==> src/rtl/cpu_types_pkg.sv <==
// Shared CPU types for the fetch sequencer: word type, field widths,
// opcode/funct encodings and the sequencer state type.
package cpu_types_pkg;

  typedef logic [31:0] word_t;

  localparam int IMM_W  = 16;
  localparam int ADDR_W = 26;

  typedef enum logic [5:0] {
    RTYPE = 6'h00,
    J     = 6'h02,
    JAL   = 6'h03,
    BEQ   = 6'h04,
    BNE   = 6'h05,
    HALT  = 6'h3F
  } opcode_t;

  typedef enum logic [5:0] {
    JR = 6'h08
  } funct_t;

  typedef enum logic [1:0] {
    FETCH,
    ISSUE,
    HALTED
  } fetch_state_t;

  typedef struct packed {
    logic breq;
    logic brneq;
    logic regtopc;
    logic jump;
    logic halt;
  } pc_ctrl_t;

endpackage

==> src/rtl/fetch_sequencer_if.sv <==
// Instruction-memory / datapath / PC-control signal bundle of the fetch sequencer.
interface fetch_sequencer_if #(
    parameter int RETIRE_W = 32
) ();

    logic                               ihit;
    cpu_types_pkg::word_t               imemload;
    logic                               ex_done;
    logic                               imemREN;
    cpu_types_pkg::word_t               instr;
    logic                               instr_valid;
    logic                               pc_en;
    logic                               BrEq;
    logic                               BrNeq;
    logic                               RegToPc;
    logic                               Jump;
    logic                               Halt;
    logic [cpu_types_pkg::IMM_W-1:0]    imm;
    logic [cpu_types_pkg::ADDR_W-1:0]   addr;
    logic [RETIRE_W-1:0]                retired;

    modport master (
        input  ihit, imemload, ex_done,
        output imemREN, instr, instr_valid, pc_en,
               BrEq, BrNeq, RegToPc, Jump, Halt, imm, addr, retired
    );

    modport slave (
        output ihit, imemload, ex_done,
        input  imemREN, instr, instr_valid, pc_en,
               BrEq, BrNeq, RegToPc, Jump, Halt, imm, addr, retired
    );

endinterface

==> src/rtl/pc_ctrl_decode.sv <==
// Purely combinational decode of an instruction word into the PC control bits.
module pc_ctrl_decode
    import cpu_types_pkg::*;
(
    input  word_t    i_instr,
    output pc_ctrl_t o_ctrl
);

    // Only opcode and funct matter to PC control.
    logic w_unused;
    assign w_unused = ^i_instr[25:6];

    always_comb begin
        o_ctrl = '0;
        case (i_instr[31:26])
            BEQ:    o_ctrl.breq    = 1'b1;
            BNE:    o_ctrl.brneq   = 1'b1;
            J, JAL: o_ctrl.jump    = 1'b1;
            HALT:   o_ctrl.halt    = 1'b1;
            RTYPE:  o_ctrl.regtopc = (i_instr[5:0] == JR);
            default: o_ctrl = '0;
        endcase
    end

endmodule

==> src/rtl/fetch_sequencer.sv <==
// Fetch/issue sequencer: holds the instruction register, decodes PC control,
// strobes the PC advance on completion and counts retired instructions.
module fetch_sequencer
    import cpu_types_pkg::*;
#(
    parameter int RETIRE_W = 32
) (
    input logic               CLK,
    input logic               RST,
    fetch_sequencer_if.master bus
);

    fetch_state_t        r_state;
    word_t               r_instr;
    logic [RETIRE_W-1:0] r_retired;
    logic                r_imemREN;

    pc_ctrl_t w_dec;
    pc_ctrl_t w_ctrl;
    logic     w_issue;
    logic     w_pc_en;

    pc_ctrl_decode u_decode (
        .i_instr (r_instr),
        .o_ctrl  (w_dec)
    );

    assign w_issue = (r_state == ISSUE);
    assign w_pc_en = w_issue && !w_dec.halt && bus.ex_done;

    always_comb begin
        w_ctrl = w_issue ? w_dec : '0;
        if (r_state == HALTED) begin
            w_ctrl.halt = 1'b1;
        end
    end

    // imemREN is registered so all outputs read 0 during reset; a FETCH cycle
    // with imemREN still low (first cycle out of reset) ignores ihit.
    always_ff @(posedge CLK or posedge RST) begin
        if (RST) begin
            r_state   <= FETCH;
            r_instr   <= '0;
            r_retired <= '0;
            r_imemREN <= 1'b0;
        end else begin
            case (r_state)
                FETCH: begin
                    if (r_imemREN && bus.ihit) begin
                        r_instr   <= bus.imemload;
                        r_state   <= ISSUE;
                        r_imemREN <= 1'b0;
                    end else begin
                        r_imemREN <= 1'b1;
                    end
                end
                ISSUE: begin
                    if (w_dec.halt) begin
                        r_state   <= HALTED;
                        r_retired <= r_retired + 1'b1;
                        r_imemREN <= 1'b0;
                    end else if (bus.ex_done) begin
                        r_state   <= FETCH;
                        r_retired <= r_retired + 1'b1;
                        r_imemREN <= 1'b1;
                    end
                end
                HALTED: begin
                    r_imemREN <= 1'b0;
                end
                default: begin
                    r_state   <= FETCH;
                    r_imemREN <= 1'b0;
                end
            endcase
        end
    end

    assign bus.imemREN     = r_imemREN;
    assign bus.instr       = r_instr;
    assign bus.instr_valid = w_issue;
    assign bus.pc_en       = w_pc_en;
    assign bus.BrEq        = w_ctrl.breq;
    assign bus.BrNeq       = w_ctrl.brneq;
    assign bus.RegToPc     = w_ctrl.regtopc;
    assign bus.Jump        = w_ctrl.jump;
    assign bus.Halt        = w_ctrl.halt;
    assign bus.imm         = r_instr[IMM_W-1:0];
    assign bus.addr        = r_instr[ADDR_W-1:0];
    assign bus.retired     = r_retired;

endmodule
==> src/flat_wrapper.sv <==
// flat-port wrapper written by rule: the top's interface ports become plain ports
module fetch_sequencer_flat import cpu_types_pkg::*;
#(
    parameter int RETIRE_W = 32
)
  (CLK, RST, bus_ihit, bus_imemload, bus_ex_done, bus_imemREN, bus_instr, bus_instr_valid, bus_pc_en, bus_BrEq, bus_BrNeq, bus_RegToPc, bus_Jump, bus_Halt, bus_imm, bus_addr, bus_retired);
  fetch_sequencer_if #(.RETIRE_W(RETIRE_W)) bus_i ();
  input logic CLK;
  input logic RST;
  input wire logic [$bits(bus_i.ihit)-1:0] bus_ihit;
  input wire logic [$bits(bus_i.imemload)-1:0] bus_imemload;
  input wire logic [$bits(bus_i.ex_done)-1:0] bus_ex_done;
  output wire logic [$bits(bus_i.imemREN)-1:0] bus_imemREN;
  output wire logic [$bits(bus_i.instr)-1:0] bus_instr;
  output wire logic [$bits(bus_i.instr_valid)-1:0] bus_instr_valid;
  output wire logic [$bits(bus_i.pc_en)-1:0] bus_pc_en;
  output wire logic [$bits(bus_i.BrEq)-1:0] bus_BrEq;
  output wire logic [$bits(bus_i.BrNeq)-1:0] bus_BrNeq;
  output wire logic [$bits(bus_i.RegToPc)-1:0] bus_RegToPc;
  output wire logic [$bits(bus_i.Jump)-1:0] bus_Jump;
  output wire logic [$bits(bus_i.Halt)-1:0] bus_Halt;
  output wire logic [$bits(bus_i.imm)-1:0] bus_imm;
  output wire logic [$bits(bus_i.addr)-1:0] bus_addr;
  output wire logic [$bits(bus_i.retired)-1:0] bus_retired;
  assign bus_i.ihit = bus_ihit;
  assign bus_i.imemload = bus_imemload;
  assign bus_i.ex_done = bus_ex_done;
  assign bus_imemREN = bus_i.imemREN;
  assign bus_instr = bus_i.instr;
  assign bus_instr_valid = bus_i.instr_valid;
  assign bus_pc_en = bus_i.pc_en;
  assign bus_BrEq = bus_i.BrEq;
  assign bus_BrNeq = bus_i.BrNeq;
  assign bus_RegToPc = bus_i.RegToPc;
  assign bus_Jump = bus_i.Jump;
  assign bus_Halt = bus_i.Halt;
  assign bus_imm = bus_i.imm;
  assign bus_addr = bus_i.addr;
  assign bus_retired = bus_i.retired;
  fetch_sequencer #(.RETIRE_W(RETIRE_W)) u_core (.CLK(CLK), .RST(RST), .bus(bus_i));
endmodule
==> config.mk <==
export PLATFORM = sky130hd
export DESIGN_NAME = fetch_sequencer_flat
export DESIGN_NICKNAME = d
export VERILOG_FILES = /design/src/rtl/cpu_types_pkg.sv /design/src/rtl/fetch_sequencer_if.sv /design/src/rtl/pc_ctrl_decode.sv /design/src/rtl/fetch_sequencer.sv /design/src/flat_wrapper.sv
export SDC_FILE = /design/constraint.sdc
export NUM_CORES = 1
export LEC_CHECK = 0
export BUFFER_PORTS_ARGS = -buffer_cell sky130_fd_sc_hd__clkbuf_2
export CAP_MARGIN = 15
export CORE_MARGIN = 8
export CORE_UTILIZATION = 40
export DETAILED_ROUTE_END_ITERATION = 10
export GPL_TIMING_DRIVEN = 0
export PLACE_DENSITY_LB_ADDON = 0.05
export SLEW_MARGIN = 5
export SYNTH_ARGS = -nofsm -noshare
export SYNTH_HDL_FRONTEND = slang
export SYNTH_SLANG_ARGS = --single-unit
==> constraint.sdc <==
create_clock -name CLK -period 2.1 [get_ports CLK]
set_input_delay 0.105 -clock CLK [delete_from_list [all_inputs] [get_ports CLK]]
set_output_delay 0.105 -clock CLK [all_outputs]
set_load 0.02 [all_outputs]
# --- Word-level counts from Yosys, hierarchy flattened ---
# Cells that the tools add are included.
classes:
  addsub: 1
  n_eq_ne: 10
  muxes: 17
  n_bitwise: 1
  reduce_logical: 11
ops:
  columns: ["cell", "n"]
  rows:
  - ["32-bit two-way mux", 2]
  - ["32-bit by 1-bit adder with 32-bit output, second input constant", 1]
  - ["6-bit by 2-bit equality test with 1-bit output, second input constant", 2]
  - ["6-bit by 3-bit equality test with 1-bit output, second input constant", 2]
  - ["1-bit two-way mux", 9]
  - ["6-bit by 4-bit equality test with 1-bit output, second input constant", 1]
  - ["6-bit equality test, second input constant", 1]
  - ["6-bit zero test", 1]
  - ["2-bit two-way mux", 3]
  - ["2-bit case mux with 3 select lines", 1]
  - ["5-bit two-way mux", 1]
  - ["2-bit AND reduction", 2]
  - ["1-bit logical AND", 3]
  - ["3-bit by 2-bit inequality test with 1-bit output, second input constant", 1]
  - ["3-bit AND reduction", 1]
  - ["2-bit by 1-bit equality test with 1-bit output, second input constant", 1]
  - ["2-bit equality test, second input constant", 1]
  - ["2-bit zero test", 1]
  - ["2-bit by 1-bit inequality test with 1-bit output, second input constant", 1]
  - ["1-bit case mux with 2 select lines", 1]
  - ["2-bit nonzero test", 1]
  - ["2-bit OR reduction", 1]
  - ["1-bit zero test", 1]
  - ["1-bit inverter", 1]
word_totals:
  regBits: 67
  input_bits: 36
  output_inout_bits: 114
  word_cells: 44

# --- Depth between registers and ports, before layout ---
# Gate-level depths: netlist (run 1).
depth:
  depth_word: 5
  ltp_mapped: 6
  depth_no_buf: 6

# --- Hierarchy ---
# From an unflattened synthesis (run 1), not the netlist that was laid out.
hier_totals:
  hier_cells: 263
  hier_area_um2: 3253.1
modules_own_cells:
  columns: ["module", "instances", "cells_each", "area_each_um2", "seq_area_each_um2"]
  rows:
  - ["fetch_sequencer", 1, 251, 3161.8, 1676.6]
  - ["pc_ctrl_decode", 1, 12, 91.3, 0.0]

# --- Worst setup path after synthesis (run 1) ---
# No wires, ideal clock.
synth_path:
  path_kind: "register to register"
  startpoint: "register u_core.r_instr[27], in the netlist u_core.bus.instr[27]"
  endpoint: "register u_core.r_retired[25], in the netlist u_core.bus.retired[25]"
  setup_ns: 0.130
  arrival_ns: 1.589
  required_time_ns: 1.970
  path_slack_ns: 0.381
  path_stages_with_launch: 6
  n_path_buf: 0
  period_less_slack_ns: 1.719
  cell_sequence: "dfrtp_1 > nand4_2 > o21ba_4 > nor4_4 > nand4_1 > xnor2_1"
synth_via:
  elab_chain_cells: 4
  word_cells_on_any_way: 5
  cone_classes: "eq/ne (1); mux (2); reduce/logical (2)"
synth_lines:
  columns: ["element", "line_no", "source"]
  rows:
  - ["from (decl)", "fetch_sequencer.sv:14", "word_t r_instr;"]
  - ["from (signal assigned)", "fetch_sequencer.sv:50", "r_instr <= bus.imemload;"]
  - ["6-bit equality test (*)", "pc_ctrl_decode.sv:15", "case (i_instr[31:26])"]
  - ["1-bit two-way mux (*)", "pc_ctrl_decode.sv:15", null]
  - ["2-bit nonzero test (no source line)", null, null]
  - ["2-bit AND reduction (no source line)", null, null]
  - ["to (signal assigned)", "fetch_sequencer.sv:60", "r_retired <= r_retired + 1'b1;"]
  - ["to (signal assigned)", "fetch_sequencer.sv:64", "r_retired <= r_retired + 1'b1;"]
  - ["to (decl)", "fetch_sequencer.sv:15", "logic [RETIRE_W-1:0] r_retired;"]
# Mark *: on every way between the ends. The rest lies on a longest branch, timed or not.
# A chain may end at the register's enable or synchronous reset.

# --- Final worst setup path (run 1) ---
layout_path:
  startpoint: "register u_core.r_state[1]"
  endpoint: "output port bus_RegToPc"
layout_via:
  elab_chain_cells: 2
layout_lines:
  columns: ["element", "line_no", "source"]
  rows:
  - ["from (decl)", "fetch_sequencer.sv:13", "fetch_state_t r_state;"]
  - ["from (signal assigned)", "fetch_sequencer.sv:42", "r_state <= FETCH;"]
  - ["from (signal assigned)", "fetch_sequencer.sv:51", "r_state <= ISSUE;"]
  - ["from (signal assigned)", "fetch_sequencer.sv:59", "r_state <= HALTED;"]
  - ["2-bit by 1-bit equality test with 1-bit output", "fetch_sequencer.sv:28", "assign w_issue = (r_state == ISSUE);"]
  - ["5-bit two-way mux", "fetch_sequencer.sv:32", "w_ctrl = w_issue ? w_dec : '0;"]
  - ["to (decl)", "flat_wrapper.sv:19", "output wire logic [$bits(bus_i.RegToPc)-1:0] bus_RegToPc;"]
# Every way passes these cells.

==> summary.md, run 1 <==
| Metric | Value |
|---|---|
| Static Leak | 2.31 nW |
| Met3 WL | 715 um |
| Hold EP | u_core.bus.instr[18]$_DFFE_PP0P_ |
| First-iteration detailed-routing DRC count | 48 |
| Largest cells by area after synthesis | dfrtp_1 52%, mux2_2 12%, buf_4 10%, xnor2_1 6.6%, nand3_1 2.5% |
| Worst hold stages | 2 |
| Die area | 0.0111 mm^2 |
| Vias in the first global route | 2,696 |
| Critical R2R Launch | u_core.bus.instr[27]$_DFFE_PP0P_ |
| Tmin final | 1.97 ns |
| Seq/Total Area, Yosys | 0.523 |
| Kind of start point of the critical path | flop |
| Vias | 2,594 |
| Remaining antenna violation count | 0 |
| N_diodes | 0 |
| Port buffer count | 149 |
| Setup TNS | 0 ns |
| Post-synth top area share | 0.523 |
| WP data required | 2.00 ns |
| Slew margin rel. | 0.635 |
| Largest area contributor in the netlist | dfrtp_1 |
| Pin count of the biggest net entering global routing | 45 |
| WL met1 | 3620 um |
| Initial antenna violation count | 0 |
| Met2 WL post-DR | 3940 um |
| Number of remaining DRC errors | 0 |
| Gate Count Post-Synth | 261 |
| CP max stage delay | 0.45 ns |
| Total Routing Usage GR | 0.154 |
| Post-Syn Area | 0.00321 mm^2 |
| Worst Path Buf+Inv | 1 |
| Layout area overhead | 43.9% |
| Die Height | 106 um |
| Area of the core | 0.00777 mm^2 |
| Clk sinks | 67 |
| Top routing layer used | met4 |
| Final WL | 8410 um |
| Final Cycle Share | 0.940 |
| Number of synthesized flops with an enable pin | 0 |
| PwrDens | 1410 mW/mm^2 |
| Worst Path Max Fanout | 7 |
| Global-route wire length before repair | 14,000 um |
| CTS max path bufs | 2 |
| Clk_skew | 0.00613 ns |
| Synthesized flop and latch total | 67 |
| Slew Limit Fails | 0 |
| Clock root buffer | clkbuf_8 |
| Final setup fails | 0 |
| Worst Path Arrival | 1.87 ns |
| Post-route cell area | 0.00462 mm^2 |
| Worst Tran Pin Value | 0.544 ns |
| CP top delay family | simple AND/OR/NAND/NOR gates |
| Syn Nets | 298 |
| # IOs | 150 |
| Top post-synthesis cells by count | 67 x dfrtp_1, 43 x buf_4, 33 x mux2_2, 24 x xnor2_1, 16 x nand3_1 |
| Cell total after placement | 513 |
| DP HPWL | 6270 um |
| Slowest-stage cell, CP | or4_4 |
| CTS H-tree lvls | 3 |
| Maximum operating frequency | 0.507 GHz |
| GP Congestion | 0.735 |
| Die Wd | 106 um |
| Layout fillers | 690 |
| Peak supply drop | 0.539 mV |
| R2r setup slk | 0.23 ns |
| Synth Warn # | 0 |
| Vias/cell | 4.62 |
| Post-Layout Cell Count | 561 |
| Worst-Skew Late Latency | 0.34 ns |
| GR Overflow Total | 0 |
| Worst reg2reg path depth | 5 |
| Synth async-reset ratio | 1.00 |
| Crit end category | output pin |
| Routed wire per std cell | 15.0 um |
| CTS clk-pin slew, worst paths | 0.07 ns |
| DP Area | 0.00411 mm^2 |
| Final hold violations | 0 |
| RSZ-0062 raised after global routing | false |
| Share of cells above drive strength 1 | 0.564 |
| CTS tree | yes |
| Max cap viols | 0 |
| Critical-path cell list | nand2b_4 -> or4_4 -> nor3_2 -> and3_1 -> buf_2 |
| CP Class | reg2out |
| Worst Min Path Start | bus_imemload[18] |
| Ys flop type | dfrtp_1 |
| Status | finished, final reports clean |
| CTS Buf Count | 9 |
| Layout Nets | 492 |
| Synth unique cells | 35 |
| Hold WC Path Type | in2reg |
| DR pass1 iterations | 5 |
| Initial cell density of the core | 0.413 |
| Row cnt | 32 |
| Reg-to-reg endpoint | u_core.bus.retired[30]$_DFFE_PP0P_ |
| Count leader, synth | dfrtp_1 |
| Avg Cell Area, Syn | 12.3 um^2 |
[layout by cell type, fill, tap and decap left out, types with 2 or more instances in the layout]
master           n
clkbuf_2       148
dfrtp_1         67
buf_4           43
mux2_2          33
dlygate4sd3_1   33
xnor2_1         24
nand3_1         16
nand2_1         10
clkbuf_8        10
nand4_1          8
and3_1           8
xor2_1           7
nor2_1           6
and4_1           5
buf_2            5
nor3_2           3
o21ai_0          3
clkinv_2         3
nor4_4           2
nor3_1           2
nor3b_1          2
clkbuf_1         2
[per-layer routing]
layer / GRT usage / vias to the layer above
met3: 0.0530 / 11
met4: 0.0633 / 0
met2: 0.243 / 93
li1: - / 1255
met1: 0.190 / 1235
met5: 0 / -
[flip-flops by register name, indices dropped and copies added, names as in the netlist]
| register | count |
|---|---|
| u_core.bus.imemREN | 1 |
| u_core.bus.instr | 32 |
| u_core.bus.retired | 32 |
| u_core.r_state | 2 |
[through the flow]
stage	power (mW)	setup WS, ns	hold slack [ns]	util
after floorplan	4.47	0.312	0.201	-
after global placement	5.55	-0.618	0.340	0.525
after detailed placement	5.61	0.159	0.101	0.529
after CTS	6.61	0.0637	0.00443	0.594
after global routing	6.93	0.0204	0.00999	0.594
final	6.51	0.126	0.0145	0.594
[area by class of cell]
cell class	instances	area [um^2]	share of cell area
clock buffers	12	145	0.0314
well taps	102	128	0.0276
inverters	2	10.0	0.00217
repair buffers	183	1100	0.239
clock inverters	3	15.0	0.00325
multi-input cells	145	1190	0.259
plain buffers	47	343	0.0743
flip-flops and latches	67	1680	0.363
[worst max-delay path by stage]
stage               depth (start not counted)                            endpoint                          start
global route                                5                         bus_RegToPc  u_core.r_state[1]$_DFFE_PP0P_
floorplan                                   1      u_core.bus.imemREN$_DFFE_PP0P_                            RST
finish                                      5                         bus_RegToPc  u_core.r_state[1]$_DFFE_PP0P_
CTS                                         5                         bus_RegToPc  u_core.r_state[1]$_DFFE_PP0P_
detailed placement                          6  u_core.bus.retired[30]$_DFFE_PP0P_  u_core.r_state[1]$_DFFE_PP0P_
global placement                            2    u_core.bus.instr[19]$_DFFE_PP0P_                            RST
[timing repair]
item | in CTS | in global routing
buffers inserted | 0 | 0
hold buffers | 33 | 0
endpoints found under the setup margin | 2 | 1
resized for setup | 3 | 1
hold endpoints to repair | 55 | 0
[logic make-up (layout without fill, tap and decap cells)]
family | Yosys count | after routing | synth area share
adder cells (fa/ha/maj) | 1 | 1 | 0.00390
AND/OR/NAND/NOR | 74 | 74 | 0.149
flip-flops | 67 | 67 | 0.523
buffers and inverters | 49 | 247 | 0.109
multiplexers | 33 | 33 | 0.116
XOR/XNOR | 31 | 31 | 0.0846
AO/OA/AOI/OAI | 6 | 6 | 0.0144
[report_power, final]
part           switching, mW  internal [mW]
Clock                  0.461          0.449
Combinational           1.90           1.55
Sequential             0.456           1.70
Power figures use the tool's default switching activity.
==> inputs of run 2 (changes only) <==
Settings changed: BUFFER_PORTS_ARGS -buffer_cell sky130_fd_sc_hd__clkbuf_2 to -buffer_cell sky130_fd_sc_hd__buf_2.
==> run 2 against run 1 <==
Effect of this change:
- power up 1.8%
- routed wire length fell by 2.5%
- critical path type unchanged
- setup slack got worse by 0.0017 ns
- maximum frequency about the same
- clock-buffer cell count is 1 higher
- core utilization is 0.43 points higher
- sequential power hardly changed
- largest cell class unchanged
- clock skew rose by 0.0027 ns
- die area did not move
- register-to-register slack got worse by 0.03 ns
- worst hold slack got worse by 0.0023 ns
- cell count unchanged
==> summary.md, run 2 (synthesis results as in run 1) <==
| Metric | Value |
|---|---|
| Initial antenna violation count | 0 |
| Global-route wire length before repair | 13,700 um |
| Final hold violations | 0 |
| Kind of start point of the critical path | flop |
| Routed wire per std cell | 14.6 um |
| Peak supply drop | 0.459 mV |
| Global-route met1 utilization | 0.189 |
| Critical-path cell list | nand2b_4 -> or4_4 -> nor3_2 -> and3_1 -> buf_2 |
| Crit. path cell count | 5 |
| Vias/cell | 4.57 |
| Worst Path Buf+Inv | 1 |
| CP endpoint | bus_RegToPc |
| WP data required | 2.00 ns |
| Reg-to-reg endpoint | u_core.bus.retired[27]$_DFFE_PP0P_ |
| CTS Buf Count | 9 |
| Layout Nets | 492 |
| RSZ-0062 raised after global routing | false |
| CP top delay family | simple AND/OR/NAND/NOR gates |
| Worst Path Max Fanout | 7 |
| CTS tree | yes |
| DR pass1 iterations | 4 |
| Share of cells above drive strength 1 | 0.564 |
| Initial cell density of the core | 0.413 |
| Worst Path Arrival | 1.87 ns |
| Worst-Skew Late Latency | 0.33 ns |
| Vias in the first global route | 2,671 |
| First-iteration detailed-routing DRC count | 71 |
| Clk_skew | 0.00885 ns |
| CP Class | reg2out |
| Remaining antenna violation count | 0 |
| Met3 GRT Util | 0.0463 |
| CP startpoint | u_core.r_state[1]$_DFFE_PP0P_ |
| Vias | 2,561 |
| Die Height | 106 um |
| Final WL | 8200 um |
| CTS max path bufs | 2 |
| Clk sinks | 67 |
| Crit end category | output pin |
| Die Wd | 106 um |
| Worst Tran Pin Value | 0.540 ns |
| Slew Limit Fails | 0 |
| Final setup fails | 0 |
| Maximum operating frequency | 0.506 GHz |
| GP Congestion | 0.722 |
| Final Cycle Share | 0.941 |
| N_diodes | 0 |
| Area of the core | 0.00777 mm^2 |
| Pin count of the biggest net entering global routing | 45 |
| Worst reg2reg path depth | 5 |
| Hold WC Path Type | in2reg |
| Port buffer count | 149 |
| DP HPWL | 6210 um |
| Post-CTS Setup Inserts | 0 |
| Layout area overhead | 44.9% |
| CTS H-tree lvls | 3 |
| GR Overflow Total | 0 |
| # IOs | 150 |
| Total Routing Usage GR | 0.151 |
| R2r setup slk | 0.20 ns |
| Worst Min Path Start | bus_imemload[2] |
| Commonest non-fill, non-tap cell in the layout | buf_2 |
| Grt peak-use layer | met2 |
| Static Leak | 2.32 nW |
| Die area | 0.0111 mm^2 |
| CTS clk-pin slew, worst paths | 0.07 ns |
| Max cap viols | 0 |
| Design Power | 6.63 mW |
| Tmin final | 1.98 ns |
| Post-route cell area | 0.00465 mm^2 |
| M2 GR Usage | 0.234 |
| DP Area | 0.00411 mm^2 |
| Row cnt | 32 |
| Status | finished, final reports clean |
| CP max stage delay | 0.45 ns |
| Slowest-stage cell, CP | or4_4 |
| Slew margin rel. | 0.637 |
| Commonest non-fill, non-tap cells in the layout | 153 x buf_2, 67 x dfrtp_1, 43 x buf_4 |
| Critical R2R Launch | u_core.bus.instr[27]$_DFFE_PP0P_ |
| Number of remaining DRC errors | 0 |
| PwrDens | 1430 mW/mm^2 |
| Clock root buffer | clkbuf_8 |
| Layout fillers | 685 |
## run 2: how the worst min path moves through the flow
stage | cells past startpoint | to | slack (ns)
global placement | 2 | u_core.r_state[0]$_DFFE_PP0P_ | 0.34
detailed placement | 2 | u_core.bus.instr[7]$_DFFE_PP0P_ | 0.10
CTS | 2 | u_core.bus.instr[26]$_DFFE_PP0P_ | 0.0009
global route | 2 | u_core.bus.instr[2]$_DFFE_PP0P_ | 0.0008
floorplan | 1 | u_core.r_state[0]$_DFFE_PP0P_ | 0.20
finish | 2 | u_core.bus.instr[2]$_DFFE_PP0P_ | 0.01
## run 2: layout make-up
class,count,area (um^2),area share
plain buffers,47,343,0.0737
clock buffers,13,159,0.0342
clock inverters,2,35.0,0.00753
inverters,2,10.0,0.00215
multi-input cells,145,1190,0.257
flip-flops and latches,67,1680,0.361
well taps,102,128,0.0274
repair buffers,183,1100,0.237
## run 2: timing repair
| item | CTS | global route |
|---|---|---|
| resized for setup | 2 | 1 |
| pin swaps | 0 | 0 |
| setup endpoints to repair | 2 | 1 |
| hold endpoints to repair | 53 | 2 |
| hold buffers | 31 | 2 |
## run 2: power breakdown
part | switching, mW | total (mW) | leakage [nW] | internal, mW
Clock | 0.451 | 1.06 | 0.0995 | 0.606
Combinational | 1.87 | 3.43 | 1.40 | 1.56
Sequential | 0.435 | 2.14 | 0.826 | 1.70
Total | 2.76 | 6.63 | 2.32 | 3.87
## run 2: per-stage QoR
| stage | hold WS, ns | instances | setup WS [ns] | TNS (ns) | utilization |
|---|---|---|---|---|---|
| final | 0.0122 | 561 | 0.124 | 0 | 0.599 |
| after global routing | 0.000807 | 561 | 0.0193 | 0 | 0.599 |
| after CTS | 0.000933 | 559 | 0.00831 | 0 | 0.595 |
| after detailed placement | 0.103 | 513 | 0.191 | 0 | 0.529 |
| after global placement | 0.335 | 512 | -0.640 | -42.69 | 0.525 |
| after floorplan | 0.201 | 261 | 0.312 | 0 | - |
## run 2: metal layers
metal  vias to the layer above  routed length, um
met1                      1193               3530
li1                       1257                  -
met3                        14                694
met4                         0                186
met2                        97               3790
met5                         -                  0
